File: src/rtl/core_pkg.sv
// core_pkg: shared core typedefs used by the execute-stage units.
//   mul_op_e    - multiply/divide operation selector from the decoded ctrl bus
//   reg_add_e   - destination register tag (x0..x31, NO_REG when no write)
//   div_state_e - state encoding of the iterative divider
//   DIV_ITER    - quotient bits produced by the divider, one per cycle
//   neg_if()    - conditional two's complement negation helper
package core_pkg;

  typedef enum logic [3:0] {
    MUL_MUL    = 4'd0,
    MUL_MULH   = 4'd1,
    MUL_MULHSU = 4'd2,
    MUL_MULHU  = 4'd3,
    MUL_DIV    = 4'd4,
    MUL_DIVU   = 4'd5,
    MUL_REM    = 4'd6,
    MUL_REMU   = 4'd7,
    MUL_NONE   = 4'd15
  } mul_op_e;

  typedef enum logic [5:0] {
    REG_X0 = 6'd0, REG_X1, REG_X2, REG_X3, REG_X4, REG_X5, REG_X6, REG_X7,
    REG_X8, REG_X9, REG_X10, REG_X11, REG_X12, REG_X13, REG_X14, REG_X15,
    REG_X16, REG_X17, REG_X18, REG_X19, REG_X20, REG_X21, REG_X22, REG_X23,
    REG_X24, REG_X25, REG_X26, REG_X27, REG_X28, REG_X29, REG_X30, REG_X31,
    NO_REG = 6'd63
  } reg_add_e;

  typedef enum logic [1:0] {
    DIV_IDLE = 2'd0,
    DIV_CALC = 2'd1,
    DIV_DONE = 2'd2
  } div_state_e;

  localparam int DIV_ITER = 32;

  // Two's complement negate when n is set (wraps modulo 2^32).
  function automatic logic [31:0] neg_if(input logic n, input logic [31:0] x);
    return n ? -x : x;
  endfunction

endpackage

File: src/rtl/div_unit.sv
// div_unit: iterative radix-2 restoring divider for DIV/DIVU/REM/REMU.
//   clk_i/rst_i         clock (rising) and asynchronous active-high reset
//   valid_i/ready_o     request handshake; ready_o high only while idle
//   op_i, rs1_i, rs2_i  operation, dividend, divisor (sampled on accept only)
//   rd_i                destination tag carried through to rd_o
//   kill_i              pipeline flush: drops any operation in flight
//   valid_o/ready_i     result handshake; result_o/rd_o held under backpressure
//   result_o, rd_o      quotient or remainder, and its destination tag
module div_unit
  import core_pkg::*;
#(
  parameter int XLEN      = 32,
  parameter bit FAST_SPEC = 1'b1
) (
  input  logic            clk_i,
  input  logic            rst_i,
  input  logic            valid_i,
  output logic            ready_o,
  input  mul_op_e         op_i,
  input  logic [XLEN-1:0] rs1_i,
  input  logic [XLEN-1:0] rs2_i,
  input  reg_add_e        rd_i,
  input  logic            kill_i,
  output logic            valid_o,
  input  logic            ready_i,
  output logic [XLEN-1:0] result_o,
  output reg_add_e        rd_o
);

  localparam logic [XLEN-1:0] INT_MIN = {1'b1, {(XLEN-1){1'b0}}};

  div_state_e      state_q, state_d;
  logic [5:0]      cnt_q, cnt_d;
  logic [XLEN-1:0] quo_q, quo_d;
  logic [XLEN:0]   rem_q, rem_d;
  logic [XLEN-1:0] dvsr_q, dvsr_d;
  mul_op_e         op_q, op_d;
  reg_add_e        rd_q, rd_d;
  logic            sgn_quo_q, sgn_quo_d;
  logic            sgn_rem_q, sgn_rem_d;
  logic [XLEN-1:0] result_q, result_d;

  logic            is_div_op, in_signed, in_rem, div_zero, ovf, accept;
  logic [XLEN-1:0] abs_a, abs_b, fast_res;
  logic [XLEN:0]   rem_sh, rem_step;
  logic [XLEN-1:0] quo_step;
  logic            fits, out_rem;

  // Request decode, operand magnitudes and one restoring division step.
  always_comb begin
    is_div_op = op_i inside {MUL_DIV, MUL_DIVU, MUL_REM, MUL_REMU};
    in_signed = (op_i == MUL_DIV) || (op_i == MUL_REM);
    in_rem    = (op_i == MUL_REM) || (op_i == MUL_REMU);
    div_zero  = (rs2_i == '0);
    ovf       = in_signed && (rs1_i == INT_MIN) && (&rs2_i);
    accept    = valid_i && (state_q == DIV_IDLE) && !kill_i && is_div_op;
    abs_a     = (in_signed && rs1_i[XLEN-1]) ? -rs1_i : rs1_i;
    abs_b     = (in_signed && rs2_i[XLEN-1]) ? -rs2_i : rs2_i;
    // Only reached for div-by-zero or signed overflow.
    if (div_zero) begin
      fast_res = in_rem ? rs1_i : '1;
    end else begin
      fast_res = in_rem ? '0 : INT_MIN;
    end
    // Shift the next dividend bit into the remainder, subtract if it fits.
    rem_sh   = {rem_q[XLEN-1:0], quo_q[XLEN-1]};
    fits     = (rem_sh >= {1'b0, dvsr_q});
    rem_step = fits ? (rem_sh - {1'b0, dvsr_q}) : rem_sh;
    quo_step = {quo_q[XLEN-2:0], fits};
    out_rem  = (op_q == MUL_REM) || (op_q == MUL_REMU);
  end

  // Next-state and datapath update for the divider FSM.
  always_comb begin
    state_d   = state_q;
    cnt_d     = cnt_q;
    quo_d     = quo_q;
    rem_d     = rem_q;
    dvsr_d    = dvsr_q;
    op_d      = op_q;
    rd_d      = rd_q;
    sgn_quo_d = sgn_quo_q;
    sgn_rem_d = sgn_rem_q;
    result_d  = result_q;
    if (kill_i) begin
      state_d  = DIV_IDLE;
      cnt_d    = 6'd0;
      rd_d     = NO_REG;
      result_d = '0;
    end else begin
      case (state_q)
        DIV_IDLE: begin
          if (accept) begin
            op_d = op_i;
            rd_d = rd_i;
            if (FAST_SPEC && (div_zero || ovf)) begin
              state_d  = DIV_DONE;
              result_d = fast_res;
            end else begin
              state_d   = DIV_CALC;
              cnt_d     = 6'd0;
              quo_d     = abs_a;
              rem_d     = '0;
              dvsr_d    = abs_b;
              // A zero divisor must yield all-ones, so never negate it.
              sgn_quo_d = in_signed && (rs1_i[XLEN-1] ^ rs2_i[XLEN-1]) && !div_zero;
              sgn_rem_d = in_signed && rs1_i[XLEN-1];
            end
          end else begin
            state_d = DIV_IDLE;
          end
        end
        DIV_CALC: begin
          rem_d = rem_step;
          quo_d = quo_step;
          if (cnt_q == 6'(DIV_ITER - 1)) begin
            state_d  = DIV_DONE;
            cnt_d    = 6'd0;
            // Sign fixup folded into the last step so DONE presents the result.
            result_d = out_rem ? neg_if(sgn_rem_q, rem_step[XLEN-1:0])
                               : neg_if(sgn_quo_q, quo_step);
          end else begin
            cnt_d = cnt_q + 6'd1;
          end
        end
        DIV_DONE: begin
          if (ready_i) begin
            state_d  = DIV_IDLE;
            rd_d     = NO_REG;
            result_d = '0;
          end else begin
            state_d = DIV_DONE;
          end
        end
        default: begin
          state_d  = DIV_IDLE;
          rd_d     = NO_REG;
          result_d = '0;
        end
      endcase
    end
  end

  // State and datapath registers.
  always_ff @(posedge clk_i or posedge rst_i) begin
    if (rst_i) begin
      state_q   <= DIV_IDLE;
      cnt_q     <= 6'd0;
      quo_q     <= '0;
      rem_q     <= '0;
      dvsr_q    <= '0;
      op_q      <= MUL_NONE;
      rd_q      <= NO_REG;
      sgn_quo_q <= 1'b0;
      sgn_rem_q <= 1'b0;
      result_q  <= '0;
    end else begin
      state_q   <= state_d;
      cnt_q     <= cnt_d;
      quo_q     <= quo_d;
      rem_q     <= rem_d;
      dvsr_q    <= dvsr_d;
      op_q      <= op_d;
      rd_q      <= rd_d;
      sgn_quo_q <= sgn_quo_d;
      sgn_rem_q <= sgn_rem_d;
      result_q  <= result_d;
    end
  end

  assign ready_o  = (state_q == DIV_IDLE);
  assign valid_o  = (state_q == DIV_DONE);
  assign result_o = result_q;
  assign rd_o     = rd_q;

endmodule

File: config.mk
export PLATFORM = sky130hd
export DESIGN_NAME = div_unit
export DESIGN_NICKNAME = d
export VERILOG_FILES = /design/src/rtl/core_pkg.sv /design/src/rtl/div_unit.sv
export SDC_FILE = /design/constraint.sdc
export NUM_CORES = 1
export LEC_CHECK = 0
export CAP_MARGIN = 20
export CORE_MARGIN = 5
export CORE_UTILIZATION = 45
export CTS_CLUSTER_SIZE = 14
export DETAILED_ROUTE_END_ITERATION = 10
export GPL_TIMING_DRIVEN = 0
export HOLD_SLACK_MARGIN = 0.06
export PLACE_DENSITY = 0.74
export SLEW_MARGIN = 5
export SYNTH_ARGS = -nofsm -noshare
export SYNTH_HDL_FRONTEND = slang
export SYNTH_SLANG_ARGS = --single-unit
File: constraint.sdc
create_clock -name clk_i -period 5.6 [get_ports clk_i]
set_input_delay 1.12 -clock clk_i [delete_from_list [all_inputs] [get_ports clk_i]]
set_output_delay 1.12 -clock clk_i [all_outputs]
set_load 0.05 [all_outputs]
==> results of run 1 <==
[Yosys cell counts, types with 13 or more instances]
cell type  instances  share of area, %
nand2_1          196               6.2
nor2_1           171               5.4
o21ai_0          159               6.8
a21oi_1          148               6.3
dfrtp_1          138                29
clkbuf_1          72               2.3
xnor2_1           69               5.1
xor2_1            63               4.7
inv_1             48               1.5
ha_1              38               4.0
nor3_1            31               1.3
o31ai_1           26               1.7
nand3_1           24               1.0
o211ai_1          23               1.5
nand4_1           21               1.1
or3_1             20               1.1
o21a_1            19               1.2
a22o_1            15               1.1
a31oi_1           14              0.74
nand2b_1          14              0.74
mux2i_1           13               1.1
or4_1             13              0.83
[sequential cells by signal, summed over array words and instances (netlist names), 2 cells and up]
| register | flops |
|---|---|
| dvsr_q | 32 |
| state_q | 2 |
| rd_o | 6 |
| result_o | 32 |
| op_q | 3 |
| cnt_q | 6 |
| rem_q | 32 |
| quo_q | 32 |
[cell usage in the layout (no fill, tap or decap), types with 6 or more instances in the layout]
cell type,n
a211oi_1,11
a21o_1,9
a21oi_1,147
a22o_1,15
a22oi_1,8
a31oi_1,14
and2_1,6
and3_1,7
buf_2,8
buf_4,6
clkbuf_1,63
clkbuf_16,17
clkdlybuf4s50_1,118
dfrtp_1,138
dfstp_2,9
ha_1,37
inv_1,47
mux2i_1,12
nand2_1,196
nand2b_1,14
nand3_1,24
nand4_1,21
nor2_1,170
nor2b_1,10
nor3_1,31
nor4_1,7
o211ai_1,23
o21a_1,19
o21ai_0,158
o31ai_1,26
o41ai_1,10
or2_2,9
or3_1,20
or4_1,12
xnor2_1,69
xor2_1,63
[report_power, final]
part | leakage (nW) | switching, mW | internal (mW)
Clock | 0.281 | 0.523 | 0.670
Combinational | 3.53 | 0.837 | 0.491
Sequential | 1.88 | 0.166 | 1.22
[cell type report]
cell class / count / area (sq um)
well taps: 335 / 419
inverters: 50 / 193
flip-flops and latches: 147 / 3690
repair buffers: 123 / 1240
clock inverters: 15 / 174
fillers: 2462 / 11800
clock buffers: 17 / 425
multi-input cells: 1252 / 7640
plain buffers: 83 / 359
[layer usage]
metal	part of all wire (%)	up-vias
li1	-	5788
met1	40	5908
met2	47	594
met3	8.9	112
met4	4.0	0
met5	0	-
[cell families (layout without fill, tap and decap cells)]
kind of cell | after synthesis | after routing
AND/OR/NAND/NOR | 563 | 563
AO/OA/AOI/OAI | 503 | 503
flip-flops | 147 | 147
buffers and inverters | 139 | 288
XOR/XNOR | 132 | 132
adder cells (fa/ha/maj) | 39 | 39
multiplexers | 15 | 15
[worst min-delay path: cells and delay by family (launching register included)]
kind,cells,cell delay [ps]
flip-flops,1,350
AND/OR/NAND/NOR,2,100
[repair_timing]
action,CTS,global route
gates resized for setup,18,14
hold buffers,0,0
pin swaps,0,2
endpoints found under the setup margin,62,45
buffers inserted,1,2
gates cloned,0,0
[through the flow]
stage          util (%)  hold WS, ps  instance area, sq um  cells
3_3_place_gp       51.7          465                 13400   1991
3_5_place_dp       51.8          468                 13400   1993
4_1_cts            54.4          483                 14100   2026
5_1_grt            54.6          513                 14100   2022
6_report           54.6          480                 14100   2022
2_1_floorplan         -          450                 11800   1538
[final timing paths]
path	cells past startpoint	slack, ps	end	start
worst max register to register	21	140	result_o[30]	rem_q[19]
max in group asynchronous	3	3600	rem_q[27]	rst_i
min in group asynchronous	2	1210	result_o[8]	rst_i
worst min-delay path	2	480	result_o[11]	result_o[11]
worst max-delay path	21	140	result_o[30]	rem_q[19]
worst min register to register	2	480	result_o[11]	result_o[11]
==> load_flow_metrics.sql, run 1 <==
INSERT INTO impl_metrics (metric_group, metric, value, unit) VALUES
('grt', 'global_route.usage.total', '27.9', '%'),
('floorplan', 'dieArea', '29500', 'sq um'),
('detailed_routing', 'drt-total-wl', '41600', 'um'),
('yosys', 'area_fraction_in_compound_gates_after_synthesis', '26.5', '%'),
('clock_tree', 'clock_sinks', '147', ''),
('cells_and_area', 'diodes', '0', ''),
('placed_design', 'placement.setup.worst_slack', '-778', 'ps'),
('floorplan', 'number_of_ports_placed_on_the_die_boundary', '119', ''),
('cells_and_area', 'finalNetCount', '1792', ''),
('yosys', 'number_of_flops_mapped_to_enable_cells_by_yosys', '0', ''),
('yosys', 'synth-simple-area-share', '22.3', '%'),
('timing', 'worst_clock_skew', '13.8', 'ps'),
('setup_path', 'timing.critical_path.buf_inv', '6', ''),
('grt', 'busiest_layer', 'met2', ''),
('detailed_routing', 'drc', '0', ''),
('grt', 'globalRouteMet1Util', '35.3', '%'),
('clock_tree', 'worst_setup_hold_path_clk_slew', '70', 'ps'),
('run_status', 'run_status', 'finished clean', ''),
('grt', 'grt_pass1_vias', '12100', ''),
('setup_path', 'worst_ep_required_time', '5910', 'ps'),
('setup_path', 'timing_worst_setup_path_type', 'flip-flop to flip-flop', ''),
('detailed_routing', 'route.vias.total', '12400', ''),
('detailed_routing', 'violation_count_after_the_first_detailed_route_iteration', '1358', ''),
('floorplan', 'die_w', '172', 'um'),
('timing', 'final_max_slew_viol_count', '0', ''),
('power', 'power_density', '276', 'nW/um^2'),
('yosys', 'synthesis.instances', '1538', ''),
('grt', 'grt_first_pass_wirelength', '64700', 'um'),
('timing', 'finalHoldViolations', '0', ''),
('yosys', 'postSynthNetCount', '1656', ''),
('floorplan', 'rows', '59', ''),
('yosys', 'muxShareOfSynthArea', '1.29', '%'),
('yosys', 'synthDistinctLibCells', '87', ''),
('placed_design', 'place_hpwl', '32500', 'um'),
('timing', 'finalSetupViolCount', '0', ''),
('yosys', 'syn-mean-instance-area', '7.67', 'sq um'),
('power', 'static-leakage-power', '5.69', 'nW'),
('detailed_routing', 'drt_first_pass_iters', '6', ''),
('yosys', 'mappedNetlistArea', '11800', 'sq um'),
('yosys', 'synthFlopType', 'dfrtp_1', ''),
('yosys', 'async_flop_share', '100', '%'),
('clock_tree', 'number_of_buffers_added_by_the_clock_tree_synthesis_step', '17', ''),
('yosys', 'synthXorXnorAreaFrac', '9.81', '%'),
('cells_and_area', 'post_route_cells_drive_above_1_share', '6.40', '%'),
('floorplan', 'effective_utilization_at_floorplan', '45.5', '%'),
('power', 'irDropWorstVdd', '0.183', 'mV'),
('floorplan', 'die-height', '172', 'um'),
('setup_path', 'startpoint_class_of_the_critical_path', 'flip-flop', ''),
('timing', 'layout_min_cycle_time', '5460', 'ps'),
('yosys', 'main_combinational_cell_family_by_area_after_synthesis', 'compound AO/OA/AOI/OAI gates', ''),
('grt', 'total_gr_overflow', '0', ''),
('clock_tree', 'clock_latency', '440', 'ps'),
('detailed_routing', 'wl_per_cell', '20.6', 'um'),
('setup_path', 'cpMostUsedCell', 'or2_1', ''),
('grt', 'grt_max_degree', '85', ''),
('placed_design', 'place.gp.congestion', '0.982', ''),
('detailed_routing', 'route.antenna.remaining_nets', '0', ''),
('setup_path', 'worst_path_dominant_cell_family', 'compound AO/OA/AOI/OAI gates', ''),
('setup_path', 'max_stage_delay', '460', 'ps'),
('grt', 'globalRouteMet3Util', '5.30', '%'),
('detailed_routing', 'vias_per_cell', '6.13', ''),
('timing', 'maxClockFrequency', '183', 'MHz'),
('cells_and_area', 'syn2layout_area_growth', '19.9', '%'),
('power', 'total_power', '3.91', 'mW'),
('setup_path', 'worstSetupEndpointType', 'flip-flop', ''),
('flow_run', 'max_cap_viol_count', '0', ''),
('setup_path', 'timing.critical_path.fanout_max', '10', ''),
('timing', 'finalSetupTns', '0', 'ps'),
('clock_tree', 'tritoncts', 'built', ''),
('clock_tree', 'clockRootBuffer', 'clkbuf_16', ''),
('yosys', 'ys_warn_count', '0', '');
Power figures use the tool's default switching activity.
==> inputs of run 2 (changes only) <==
ABC_AREA = 0   (was default)
CORE_MARGIN = 10   (was 5)
CTS_BUF_LIST = sky130_fd_sc_hd__clkbuf_2   (was default)
==> load_flow_metrics.sql, run 2 (synthesized netlist as in run 1, its figures left out) <==
INSERT INTO impl_metrics (metric_group, metric, value, unit) VALUES
('detailed_routing', 'route.vias.total', '12200', ''),
('cells_and_area', 'final_cell_mix', 'nand2_1 (196), nor2_1 (170), o21ai_0 (158), a21oi_1 (146), dfrtp_1 (133)', ''),
('detailed_routing', 'vias_per_cell', '6.03', ''),
('setup_path', 'startpoint_class_of_the_critical_path', 'flip-flop', ''),
('timing', 'finalHoldViolations', '0', ''),
('grt', 'grt_first_pass_wirelength', '64400', 'um'),
('clock_tree', 'clock_latency', '780', 'ps'),
('floorplan', 'core_area', '25900', 'sq um'),
('grt', 'antenna_found_initial', '1', ''),
('detailed_routing', 'violation_count_after_the_first_detailed_route_iteration', '1477', ''),
('flow_run', 'max_cap_viol_count', '0', ''),
('power', 'static-leakage-power', '5.52', 'nW'),
('setup_path', 'timing_worst_setup_path_type', 'flip-flop to flip-flop', ''),
('timing', 'final_max_slew_viol_count', '0', ''),
('timing', 'finalSetupTns', '0', 'ps'),
('clock_tree', 'worst_setup_hold_path_clk_slew', '220', 'ps'),
('timing', 'hold_slack', '499', 'ps'),
('timing', 'max_slew_margin_vs_limit', '30.6', '%'),
('floorplan', 'rows', '59', ''),
('cells_and_area', 'syn2layout_area_growth', '16.8', '%'),
('grt', 'grt_max_degree', '98', ''),
('placed_design', 'dpl.cell_count', '1993', ''),
('floorplan', 'die_w', '182', 'um'),
('timing', 'postLayoutSetupSlackWorst', '214', 'ps'),
('setup_path', 'worst_ep_required_time', '6260', 'ps'),
('setup_path', 'reg2reg_setup_slack', '210', 'ps'),
('placed_design', 'port_buffers', '118', ''),
('cells_and_area', 'instances_no_fill', '2019', ''),
('timing', 'worst_clock_skew', '42.8', 'ps'),
('cells_and_area', 'area_taken_by_multi_input_logic_gates', '7630', 'sq um'),
('clock_tree', 'clockRootBuffer', 'clkbuf_2', ''),
('clock_tree', 'maximum_number_of_buffers_from_clock_root_to_sink', '2', ''),
('placed_design', 'placement.setup.worst_slack', '-812', 'ps'),
('cells_and_area', 'finalNetCount', '1788', ''),
('cells_and_area', 'fillerInstances', '2489', ''),
('power', 'irDropWorstVdd', '0.121', 'mV'),
('floorplan', 'die-height', '182', 'um'),
('timing', 'maxClockFrequency', '186', 'MHz'),
('detailed_routing', 'drc', '0', ''),
('grt', 'global_route.usage.total', '24.1', '%'),
('run_status', 'run_status', 'finished clean', ''),
('timing', 'layout_min_cycle_time', '5390', 'ps'),
('timing', 'max_slew.worst_pin.slew', '1030', 'ps'),
('clock_tree', 'clock_sinks', '147', ''),
('floorplan', 'effective_utilization_at_floorplan', '45.5', '%'),
('grt', 'total_gr_overflow', '0', ''),
('setup_path', 'timing.critical_path.fanout_max', '19', ''),
('setup_path', 'critPathArrivalTime', '6050', 'ps'),
('clock_tree', 'cts.htree.levels', '4', ''),
('power', 'power_density', '245', 'nW/um^2'),
('detailed_routing', 'drt_first_pass_iters', '6', ''),
('floorplan', 'dieArea', '33100', 'sq um'),
('cells_and_area', 'leading_cell_type_in_the_layout_fill_and_taps_excluded', 'nand2_1', ''),
('detailed_routing', 'drt-total-wl', '41100', 'um'),
('clock_tree', 'number_of_buffers_added_by_the_clock_tree_synthesis_step', '17', ''),
('floorplan', 'number_of_ports_placed_on_the_die_boundary', '119', ''),
('cells_and_area', 'area.sequential', '3700', 'sq um'),
('timing', 'finalSetupViolCount', '0', ''),
('timing', 'min_period_over_period', '96.2', '%'),
('placed_design', 'place.gp.congestion', '1.00', ''),
('grt', 'grt_pass1_vias', '11800', ''),
('clock_tree', 'post_cts_hold_buffer_count', '0', ''),
('min_path', 'hold_path_class', 'flip-flop to flip-flop', ''),
('detailed_routing', 'route.antenna.remaining_nets', '0', ''),
('clock_tree', 'tritoncts', 'built', ''),
('detailed_routing', 'wl_per_cell', '20.3', 'um'),
('placed_design', 'place_hpwl', '32400', 'um'),
('cells_and_area', 'post_route_cells_drive_above_1_share', '6.65', '%'),
('setup_path', 'worstSetupEndpointType', 'flip-flop', '');
[run 2: cell count changes in the layout (fill, tap and decap cells not counted), sizes merged]
cell      delta
bufinv       +1
buf          -2
diode        +1
clkbuf       -1
clkinvlp     +1
clkinv       +1
inv          -4
[run 2: metrics by stage]
stage	util [%]	cell area (sq um)	power [mW]
3_5_place_dp	51.8	13400	2.67
4_1_cts	53.1	13700	3.34
3_3_place_gp	51.7	13400	2.64
6_report	53.2	13800	3.37
5_1_grt	53.2	13800	3.58
2_1_floorplan	-	11800	2.26
[run 2: layer usage]
layer	GRT usage (%)	up-vias	wire (um)
li1	-	5793	-
met1	31.2	5672	17300
met2	38.7	629	18700
met3	4.43	85	3670
met4	9.79	0	1400
met5	0	-	0
[run 2: worst paths after layout]
| kind | startpoint | cells after the start | end |
|---|---|---|---|
| max | rem_q[28] | 19 | result_o[30] |
| min | op_q[1] | 2 | op_q[1] |
| max reg2reg | rem_q[28] | 19 | result_o[30] |
| min reg2reg | op_q[1] | 2 | op_q[1] |
| max in group asynchronous | rst_i | 3 | rem_q[28] |
| min in group asynchronous | rst_i | 2 | rem_q[9] |
[run 2: power by group]
group / internal (mW) / switching [mW] / leakage (nW)
clock network: 0.248 / 0.429 / 0.138
logic: 0.492 / 0.825 / 3.51
registers: 1.22 / 0.162 / 1.87
total: 1.96 / 1.42 / 5.52
[run 2: repair_timing]
item / CTS / global route
pin swaps: 1 / 3
gates resized for setup: 17 / 21
buffers inserted: 1 / 2
setup endpoints to repair: 12 / 58
[run 2: area by class of cell]
cell class	count	area share (%)
clock buffers	18	0.654
flip-flops and latches	147	26.8
well taps	335	3.04
clock inverters	14	1.18
inverters	50	1.42
repair buffers	123	8.97
diodes	1	0.0182
multi-input cells	1252	55.4
plain buffers	79	2.45
[run 2: critical path: stages, from the launching register on]
cell	delay, ps
dfrtp_2	490
ha_1	380
and4b_4	230
a221oi_1	370
o21ai_2	140
a211o_4	380
or2_1	210
buf_4	170
inv_2	120
clkbuf_4	230
clkbuf_4	330
ha_2	270
nand3b_1	230
or2_1	330
or2_1	300
or3_4	380
o31ai_4	190
xnor2_1	120
a221oi_2	280
o211ai_1	120
